==> src/rtl/cpu_types_pkg.sv <==
// cpu_types_pkg: shared CPU word, RAM handshake and memory-arbiter state types.
package cpu_types_pkg;
  typedef logic [31:0] word_t;
  typedef enum logic [1:0] {FREE = 2'd0, BUSY = 2'd1, ACCESS = 2'd2, ERROR = 2'd3} ramstate_t;
  typedef enum logic [1:0] {IDLE = 2'd0, GNT_I = 2'd1, GNT_D = 2'd2, TURN = 2'd3} arb_state_t;
endpackage

==> src/rtl/mem_arbiter.sv <==
// mem_arbiter: shares one RAM port between fetch and data with data priority,
// a fetch starvation limit, and timeout/error aborts.
module mem_arbiter
  import cpu_types_pkg::*;
#(
  parameter int MAX_DSTREAK = 4,
  parameter int TIMEOUT     = 64
) (
  input  logic        CLK,
  input  logic        nRST,
  input  logic        iREN,
  input  word_t       iaddr,
  output word_t       iload,
  output logic        ihit,
  input  logic        dREN,
  input  logic        dWEN,
  input  word_t       daddr,
  input  word_t       dstore,
  output word_t       dload,
  output logic        dhit,
  output logic        ramREN,
  output logic        ramWEN,
  output word_t       ramaddr,
  output word_t       ramstore,
  input  word_t       ramload,
  input  logic [1:0]  ramstate,
  output logic        busy,
  output logic        mem_err
);
  localparam int DW = $clog2(MAX_DSTREAK + 1);
  localparam int TW = (TIMEOUT == 0) ? 1 : $clog2(TIMEOUT + 1);
  localparam logic [DW-1:0] DMAX = DW'(MAX_DSTREAK);
  localparam logic [TW-1:0] TLAST = TW'((TIMEOUT == 0) ? 0 : TIMEOUT - 1);
  arb_state_t state_q, state_d;
  logic [DW-1:0] dstreak_q, dstreak_d;
  logic [TW-1:0] tcount_q, tcount_d;
  ramstate_t rs;
  logic dreq, gi, gd, owner, done, err, tmo;
  assign rs    = ramstate_t'(ramstate);
  assign dreq  = dREN | dWEN;
  assign gi    = state_q == GNT_I;
  assign gd    = state_q == GNT_D;
  assign owner = gi ? iREN : dreq;
  assign done  = (gi | gd) & owner & (rs == ACCESS);
  assign err   = (gi | gd) & owner & (rs == ERROR);
  assign tmo   = (gi | gd) & owner & (rs != ACCESS) & (rs != ERROR) & (TIMEOUT != 0) & (tcount_q == TLAST);
  always_comb begin
    state_d   = state_q;
    dstreak_d = dstreak_q;
    tcount_d  = '0;
    unique case (state_q)
      IDLE: begin
        if (dreq && !(iREN && dstreak_q == DMAX)) begin
          state_d   = GNT_D;
          dstreak_d = iREN ? dstreak_q + 1'b1 : '0;
        end else if (iREN) begin
          state_d   = GNT_I;
          dstreak_d = '0;
        end
      end
      GNT_I, GNT_D: begin
        // a dropped request aborts straight to IDLE, ahead of any RAM response
        state_d  = !owner ? IDLE : (done | err | tmo) ? TURN : state_q;
        tcount_d = tcount_q + 1'b1;
      end
      TURN: state_d = IDLE;
      default: state_d = IDLE;
    endcase
  end
  always_ff @(posedge CLK or negedge nRST) begin
    if (!nRST) begin
      state_q   <= IDLE;
      dstreak_q <= '0;
      tcount_q  <= '0;
    end else begin
      state_q   <= state_d;
      dstreak_q <= dstreak_d;
      tcount_q  <= tcount_d;
    end
  end
  assign ramREN   = gi ? iREN : gd ? (dREN & ~dWEN) : 1'b0;
  assign ramWEN   = gd & dWEN;
  assign ramaddr  = gi ? iaddr : gd ? daddr : '0;
  assign ramstore = gd ? dstore : '0;
  assign ihit     = gi & done;
  assign dhit     = gd & done;
  assign iload    = ihit ? ramload : '0;
  assign dload    = (dhit & ~dWEN) ? ramload : '0;
  assign mem_err  = err | tmo;
  assign busy     = state_q != IDLE;
endmodule

==> config.mk <==
export PLATFORM = sky130hd
export DESIGN_NAME = mem_arbiter
export DESIGN_NICKNAME = d
export VERILOG_FILES = /design/src/rtl/cpu_types_pkg.sv /design/src/rtl/mem_arbiter.sv
export SDC_FILE = /design/constraint.sdc
export NUM_CORES = 1
export LEC_CHECK = 0
export CAP_MARGIN = 20
export CORE_AREA = 3 3 104 106
export CTS_BUF_LIST = sky130_fd_sc_hd__clkbuf_16
export DETAILED_ROUTE_END_ITERATION = 6
export DIE_AREA = 0 0 107 109
export PLACE_DENSITY = 0.75
export SYNTH_ARGS = -nofsm -noshare
export SYNTH_HDL_FRONTEND = slang
export SYNTH_SLANG_ARGS = --single-unit
==> constraint.sdc <==
create_clock -name CLK -period 2.3 [get_ports CLK]
set_input_delay 0.575 -clock CLK [delete_from_list [all_inputs] [get_ports CLK]]
set_output_delay 0.575 -clock CLK [all_outputs]
set_load 0.005 [all_outputs]
==> Word-level counts from Yosys, hierarchy flattened <==
Index checks and enable logic that the tools add are counted.
{ "totals": {"reg_bits": 12, "latchBits": 0, "ram_bits": 0, "mem_bits_ro": 0, "output_inout_bits": 134, "word_cells": 59, "n_memories": 0} }
{ "op_classes": {"add_sub_neg": 2, "n_mul": 0, "n_div": 0, "magnitude_cmp": 0, "eq_ne": 11, "n_shift": 0, "n_mux": 17, "bitwise": 17, "n_reduce_logical": 9} }
{ "op_table": {"columns": ["op", "n"], "rows": [
  ["$mux 32", 5],
  ["$and 1x1->1", 11],
  ["$mux 3", 3],
  ["$eq 2x2->1 const B", 4],
  ["$mux 2", 4],
  ["$add 7x1->7 const B", 1],
  ["$eq 7x6->1 const B", 1],
  ["$mux 7", 1],
  ["$ne 3x3->1 const B", 2],
  ["$pmux 2 s3", 1],
  ["$or 1x1->1", 5],
  ["$ne 2x2->1 const B", 2],
  ["$reduce_and 2->1", 2],
  ["$reduce_bool 2->1", 2],
  ["$add 3x1->3 const B", 1],
  ["$eq 3x3->1 const B", 1],
  ["$mux 1", 3],
  ["$eq 2x1->1 const B", 1],
  ["$logic_and 1x1->1", 2],
  ["$logic_not 2->1", 1],
  ["$reduce_or 2->1", 1],
  ["$logic_not 1->1", 1],
  ["$not 1->1", 1]
]} }

==> Depth between registers and ports, before layout <==
Gate-level depths: netlist of the first run.
{ "logic_depth": {"depth_word": 10, "ltp_mapped": 7, "mapped_depth_nobuf": 6} }

==> Least setup slack after synthesis of the first run <==
Ideal clock, no wire load.
{ "synth_path": {"kind": "reg2out", "start": "reg state_q[1]", "end": "out dload[0]", "arrival_ns": 1.488, "required_time_ns": 1.725, "path_slack_ns": 0.237, "stages_incl_launch_ff": 7, "cell_sequence": "dfrtp_1 > inv_1 > ha_1 > nand3_4 > nor3_2 > clkbuf_2 > and2_1"} }
{ "synth_between": {"elab_chain_len": 7, "elab_cells_between_ends": 9, "classes_between": "2 x eq/ne; 2 x mux; 5 x bitwise"} }
{ "synth_rtl": {"columns": ["element", "line", "source"], "rows": [
  ["from (decl)", "mem_arbiter.sv:34", "arb_state_t state_q, state_d;"],
  ["from (signal assigned)", "mem_arbiter.sv:76", "state_q <= state_d;"],
  ["$eq 2x1->1 or $eq 2x2->1 (tied branches)", "mem_arbiter.sv:41, mem_arbiter.sv:42", null],
  ["$or 1x1->1 or $mux 1 (tied branches)", "mem_arbiter.sv:44, mem_arbiter.sv:43", null],
  ["$and 1x1->1 (2 in series)", "mem_arbiter.sv:44", "assign done = (gi | gd) & owner & (rs == ACCESS);"],
  ["$and 1x1->1 (*)", "mem_arbiter.sv:86", "assign dhit = gd & done;"],
  ["$and 1x1->1 (*)", "mem_arbiter.sv:88", "assign dload = (dhit & ~dWEN) ? ramload : '0;"],
  ["$mux 32 (*)", "mem_arbiter.sv:88", null],
  ["to (decl)", "mem_arbiter.sv:19", "output word_t dload,"]
]} }
Every way passes the cells marked *; elsewhere a longest branch is shown, timed or not.

==> Final worst setup path of the first run <==
{ "layout_path": {"start": "reg state_q[1]", "end": "out dload[19]"} }
The elaborated chain is that of the path after synthesis.

==> results of run 1 <==
==> kinds of logic after synthesis <==
kind of cell,after synthesis,share of synthesized area (%)
AND/OR/NAND/NOR,196,56.9
adder cells (fa/ha/maj),7,4.70
flip-flops,12,16.1
buffers and inverters,26,5.44
AO/OA/AOI/OAI,44,13.6
multiplexers,3,1.88
XOR/XNOR,3,1.41
==> registers in the layout, summed over array words and instances (netlist names) <==
name / cells
dstreak_q: 3
tcount_q: 7
state_q: 2
==> cell usage in the layout, fill, tap and decap left out, types with 10 or more instances in the layout <==
master           Yosys  final
clkdlybuf4s50_1      0    129
and2_1             101     83
nand2_1             73     69
clkbuf_2             3     62
buf_2                0     41
buf_6                0     27
buf_4                0     20
and2_4               0     18
o21ai_1              0     18
o21ai_0             38     15
dfrtp_1             12     12
dlygate4sd2_1        0     10
==> final cells by class <==
class                      instances  share of cell area (%)
clock inverter                     1                  0.0746
sequential                        12                    5.97
multi-input combinational        253                    31.8
tap                              133                    3.31
inverter                           6                   0.448
timing repair buffer             319                    56.9
clock buffer                       3                    1.49
==> routing by layer <==
| layer | track usage (%) | vias up | part of all wire (%) |
|---|---|---|---|
| li1 | - | 1538 | - |
| met1 | 17.5 | 1406 | 35 |
| met2 | 34.1 | 178 | 55 |
| met3 | 4.09 | 11 | 9.2 |
| met4 | 4.02 | 0 | 1.4 |
| met5 | 0 | - | 0 |
==> worst reg2reg max path, cell delays in order, from the launching register on <==
cell     delay, ps
dfrtp_1        400
inv_2           80
ha_4           290
buf_4          110
nand3_4         70
buf_6          130
buf_4          120
o32a_4         360
mux2_4         310
==> power groups by stage <==
stage | logic, mW | registers, mW | clock network (mW)
final | 3.28 | 0.331 | 0.322
after global routing | 3.55 | 0.336 | 0.338
after CTS | 3.26 | 0.332 | 0.326
after detailed placement | 2.84 | 0.328 | 0
after global placement | 2.78 | 0.320 | 0
after floorplan | 1.07 | 0.317 | 0
==> what timing repair did <==
action	4_1_cts	5_1_grt
resized for setup	348	202
cloned	8	3
setup endpoints to repair	133	133
hold endpoints to repair	0	0
pin swaps	5	20
setup buffers	14	11
==> stage by stage <==
step	utilization, %	instance area (um2)	power (mW)
3_3_place_gp	49.5	4890	3.10
6_report	51.0	5030	3.94
5_1_grt	51.0	5030	4.23
4_1_cts	53.3	5260	3.92
2_1_floorplan	-	1860	1.38
3_5_place_dp	49.5	4890	3.17
==> how the worst max path moves through the flow <==
stage | to | slack [ps] | depth (start not counted)
final | dload[19] | -140 | 8
after global routing | dload[21] | -200 | 8
after CTS | dload[0] | -280 | 9
after detailed placement | dload[19] | -660 | 7
after global placement | dload[24] | -620 | 7
after floorplan | dload[0] | 240 | 6
==> run summary, run 1 <==
=========================================================================================
Result of the run                                                            finished with violations
Violated checks                                                              negative setup slack
Capture endpoint of the worst hold path                                       tcount_q[0]
Launching instance or port of the critical path                                state_q[1]
Share of power burned in registers                                                   8.4%
Maximum buffer depth of the clock tree                                                  2
Clk sinks                                                                              12
Number of placed instances, taps included                                             695
Fraction of power consumed by the clock network                                      8.2%
FF-to-FF Start                                                                 state_q[0]
Critical setup path kind                                                     flop to primary output
Width of the die                                                                   107 um
Leading cell type by number of instances after synthesis                           and2_1
Proportion of register bits with asynchronous set or reset after synthesis           100%
Sequential area share after synthesis                                               16.1%
Antenna-violating nets left                                                             0
Mean cell area of the mapped netlist                                             6.40 um2
Ys flop type                                                                      dfrtp_1
Worst vdd ir                                                                     0.362 mV
Net count of the mapped netlist                                                       433
Hold crit path type                                                          flop to flop
Hold Path Cell Cnt                                                                      1
GRT Total Usage                                                                     16.9%
Antenna violations before repair                                                        0
Pin count of the biggest net entering global routing                                   33
Netlist Area Pre-Place                                                           1860 um2
Total area of multi-input combinational cells                                    1600 um2
Max Fanout on Critical Path                                                            16
Kind of cell adding the most delay to the critical path                      simple AND/OR/NAND/NOR gates
Fraction of synthesized cell area taken by the top area cell type                   33.9%
Chip height                                                                        109 um
Unrepaired setup endpoints after global routing                                       yes
# diodes                                                                                0
Total number of nets in the final design                                              737
Routability congestion estimate                                                     0.770
First-pass iteration count of the detailed router                                       4
Count of input and output buffers                                                     268
Root buffer cell                                                                clkbuf_16
Hold Crit Start                                                               tcount_q[0]
Remaining Overflow, GRT                                                                 0
Minimum clock period after layout                                                 2440 ps
Violation count after the first detailed-routing iteration                            181
Unique cell type count in the Yosys netlist                                            33
Number of max-slew violations in the final report                                       0
Endpoint required time on the critical path                                       1730 ps
Destination of the worst register-to-register timing path                      state_q[1]
Clock insertion delay at the later pin of the skew report                          240 ps
Number of warnings printed during yosys synthesis                                       0
Transition time at the pin with the least slew margin                              508 ps
Number of storage elements in the synthesis netlist                                    12
Fin crit share                                                                       106%
Slowest stage cell, crit path                                                       or3_4
Final wirelength                                                                  11.5 mm
Internal reg-to-reg setup slack                                                    320 ps
Vias in the first global route                                                       2970
Wire length of the first global-routing pass                                      15.5 mm
Floorplan Core Area                                                              9860 um2
Post-synth EDFFs                                                                        0
Standard-cell row count                                                                36
Ratio of cells with drive above 1 in the final layout                               36.5%
Die footprint                                                                   11700 um2
Clock-pin slew of the registers on the worst-case setup and hold paths              40 ps
Critical path cell sequence                                                  inv_2 > ha_4 > or3_4 > nand3_4 > nor3_4 > buf_6 > and2_4 > buf_2
Leak pwr                                                                          2.43 nW
Fill cell total of the finished layout                                                935
Final Hold Viols                                                                        0
Finished Layout Cells                                                                 727
Initial standard-cell utilization of the core                                       18.9%
Number of hold-repair buffers added at the cts stage                                    0
Setup TNS after final layout                                                     -4740 ps
Pre-CTS setup slack                                                               -665 ps
Post-route worst setup slack                                                      -140 ps
Highest clock frequency the design can meet                                     0.410 GHz
Total clock buffers created by CTS                                                      3
Reg2reg path depth                                                                      8
Buffers plus inverters on the worst setup path                                          3
Total power density per cell area                                              783 nW/um2
Worst stage delay on the critical path                                             420 ps
Endpoints failing setup                                                                48
TritonCTS clock tree                                                                 done
Mean number of vias per cell                                                         4.31
Cell count after synthesis                                                            291
Area added between synthesis and finish                                              170%
Cell Int Power                                                                    2.36 mW
Deepest level of the CTS H-tree                                                         1
Commonest cells post-synth                                                   and2_1 (101), nand2_1 (73), o21ai_0 (38), clkbuf_1 (16), dfrtp_1 (12)
Worst Hold Slack                                                                   460 ps
I/O pin count                                                                         269
HPWL after DPL                                                                    8.59 mm
Wirelength per Cell                                                               15.8 um
Register cell area after layout                                                   300 um2
Setup crit end kind                                                          primary output
Cell type with the largest total area after synthesis                              and2_1
Number of DRC violations after detailed routing                                         0
Arrival time of the worst setup path                                              1870 ps
Final Skew                                                                        1.14 ps
Critical Path Source Type                                                            flop
Via count                                                                            3133
Biggest area contributors in the synthesized netlist                         and2_1 (34%), dfrtp_1 (16%), nand2_1 (15%)
Switch Pwr                                                                        1.58 mW
Net Sw Frac                                                                         40.1%
Relative slew slack                                                                 66.0%
Max-cap violations                                                                      0
Portion of total power attributed to combinational logic                            83.4%
=========================================================================================
(Power assumes the default switching activity.)
==> inputs of run 2 (changes only) <==
- TNS_END_PERCENT: default -> 100
==> results of run 2 <==
No change in the layout: final DEF, timing and power equal those of run 1.
==> inputs of run 3 (changes only) <==
- SKIP_LAST_GASP: default -> 1
==> run 3 against run 2 <==
- final area rose by 3.7%
- combinational power about the same
- cell count up 0.28%
- clock power barely moved
- first-iteration DRC count increased by 9.4%
- the flow still finishes with violations (negative setup slack)
- clock-buffer cell count is the same
- register-to-register slack lost 100 ps
- sequential share of layout area decreased by 0.21 points
- sequential power barely moved
- die area unchanged
==> run summary, run 3 (synthesis gave the netlist of run 1 again) <==
=====================================================================================
Standard-cell row count                                                            36   unchanged
Clock insertion delay at the later pin of the skew report                      240 ps   about the same
Total number of nets in the final design                                          739   was 737
Sum of internal, switching and leakage power                                  3.94 mW   about the same
Register name with the most flops                                            tcount_q   unchanged
Pin count of the biggest net entering global routing                               33   unchanged
Slowest stage cell, crit path                                                 dfrtp_1   was or3_4
Pre-CTS setup slack                                                           -665 ps   unchanged
Arrival time of the worst setup path                                          1900 ps   was 1870 ps
Fin crit share                                                                   108%   was 106%
Critical Path Source Type                                                        flop   unchanged
I/O pin count                                                                     269   unchanged
Setup crit end kind                                                      primary output   unchanged
Wirelength per Cell                                                           16.2 um   was 15.8 um
Critical setup path kind                                                 flop to primary output   unchanged
Highest clock frequency the design can meet                                 0.404 GHz   was 0.410 GHz
Max-cap violations                                                                  0   unchanged
Relative slew slack                                                             66.0%   about the same
Endpoint required time on the critical path                                   1730 ps   about the same
TritonCTS clock tree                                                             done   unchanged
Number of flip-flops in the largest register                                        7   unchanged
Root buffer cell                                                            clkbuf_16   unchanged
Antenna-violating nets left                                                         0   unchanged
Mean number of vias per cell                                                     4.30   was 4.31
Maximum buffer depth of the clock tree                                              2   unchanged
Cell repeated most along the worst path                                         buf_6
Commonest non-fill, non-tap cells in the layout                          clkdlybuf4s50_1 (129), nand2_1 (68), and2_1 (62)   was clkdlybuf4s50_1 (129), and2_1 (83), nand2_1 (69)
Via count                                                                        3133   unchanged
Hold crit path type                                                      flop to flop   unchanged
Violated checks                                                          negative setup slack   unchanged
Remaining Overflow, GRT                                                             0   unchanged
Most common library cell in the layout ignoring fill and taps            clkdlybuf4s50_1   unchanged
Number of hold-repair buffers added at the cts stage                                0   unchanged
Post-placement cell area                                                     4890 um2   unchanged
Total clock buffers created by CTS                                                  3   unchanged
Critical path cell sequence                                              inv_2 > buf_6 > ha_4 > buf_6 > nand2_4 > nor3_4 > buf_6 > and2_4 > buf_6   was inv_2 > ha_4 > or3_4 > nand3_4 > nor3_4 > buf_6 > and2_4 > buf_2
Deepest level of the CTS H-tree                                                     1   unchanged
Final Hold Viols                                                                    0   unchanged
Worst vdd ir                                                                 0.363 mV   was 0.362 mV
Die footprint                                                               11700 um2   unchanged
Total power density per cell area                                          754 nW/um2   was 783 nW/um2
Clk sinks                                                                          12   unchanged
Chip height                                                                    109 um   unchanged
HPWL after DPL                                                                8.59 mm   unchanged
Width of the die                                                               107 um   unchanged
Regs by FF count                                                         tcount_q (7), dstreak_q (3), state_q (2)   unchanged
Antenna violations before repair                                                    0   unchanged
Final wirelength                                                              11.8 mm   was 11.5 mm
Count of input and output buffers                                                 268   unchanged
Wire length of the first global-routing pass                                  15.5 mm   about the same
Transition time at the pin with the least slew margin                          509 ps   was 508 ps
Violation count after the first detailed-routing iteration                        198   was 181
Floorplan Core Area                                                          9860 um2   unchanged
Max Fanout on Critical Path                                                         8   was 16
Setup TNS after final layout                                                 -7250 ps   was -4740 ps
Result of the run                                                        finished with violations   unchanged
Initial standard-cell utilization of the core                                   18.9%   unchanged
Minimum clock period after layout                                             2480 ps   was 2440 ps
Endpoints failing setup                                                            63   was 48
# diodes                                                                            0   unchanged
Unrepaired setup endpoints after global routing                                   yes   unchanged
Routability congestion estimate                                                 0.770   unchanged
Number of max-slew violations in the final report                                   0   unchanged
Worst stage delay on the critical path                                         410 ps   was 420 ps
First-pass iteration count of the detailed router                                   4   unchanged
Clock-pin slew of the registers on the worst-case setup and hold paths          40 ps   about the same
Leak pwr                                                                      2.52 nW   was 2.43 nW
Area added between synthesis and finish                                          180%   was 170%
Summed area of non-filler cells in the final layout                          5220 um2   was 5030 um2
GRT Total Usage                                                                 16.9%   about the same
Final Skew                                                                   0.663 ps   was 1.14 ps
Vias in the first global route                                                   2943   was 2970
Number of DRC violations after detailed routing                                     0   unchanged
Post-route worst setup slack                                                  -176 ps   was -140 ps
Ratio of cells with drive above 1 in the final layout                           40.8%   was 36.5%
=====================================================================================
[run 3: changes by cell type in the layout (fill, tap and decap cells not counted), sizes merged]
| cell | before | now |
|---|---|---|
| buf | 102 | 122 |
| bufbuf | 0 | 1 |
| clkbuf | 68 | 56 |
| clkdlybuf4s15 | 12 | 5 |
[run 3: power breakdown]
group	internal, mW	total, mW	switching (mW)
Combinational	1.86	3.28	1.42
Sequential	0.276	0.332	0.0555
Clock	0.229	0.322	0.0930
[run 3: layer usage]
metal  track usage, %  routed length (um)  part of all wire [%]
met1             17.6                4010                    34
met3             3.97                1040                   8.8
met2             34.0                6600                    56
met5                0                   0                     0
met4             3.74                 164                   1.4
[run 3: through the flow]
stage	utilization, %	hold slack, ps	cells
after global routing	52.9	472	729
final	52.9	460	729
after CTS	53.0	463	721
after detailed placement	49.5	456	695
after global placement	49.5	450	695
after floorplan	-	279	291
[run 3: area by class of cell]
cell class | count | area, um2
repair buffers | 321 | 2980
flip-flops and latches | 12 | 300
clock inverters | 1 | 3.75
inverters | 6 | 22.5
multi-input cells | 253 | 1670
fillers | 925 | 4650
clock buffers | 3 | 75.1
well taps | 133 | 166
[run 3: path summary, 6_finish.rpt]
| kind | endpoint | start | cells after the start | slack [ps] |
|---|---|---|---|---|
| max | dload[23] | state_q[0] | 9 | -180 |
| min | tcount_q[0] | tcount_q[0] | 1 | 460 |
| max reg2reg | state_q[1] | state_q[1] | 9 | 220 |
| min reg2reg | tcount_q[0] | tcount_q[0] | 1 | 460 |
| max in group asynchronous | tcount_q[2] | nRST | 1 | 1280 |
| min in group asynchronous | tcount_q[6] | nRST | 1 | 680 |
[run 3: repair_timing]
item,in CTS,in global routing
buffers inserted,14,12
hold endpoints to repair,0,0
gates resized for setup,277,326
gates cloned,8,4
pin swaps,3,40
setup endpoints to repair,133,130
[run 3: critical path, delay by kind of cell, from the launching register on]
kind          cells  cell delay (ps)
buf+inv           5              590
simple gates      3              500
fa+ha+maj         1              140
flops             1              410
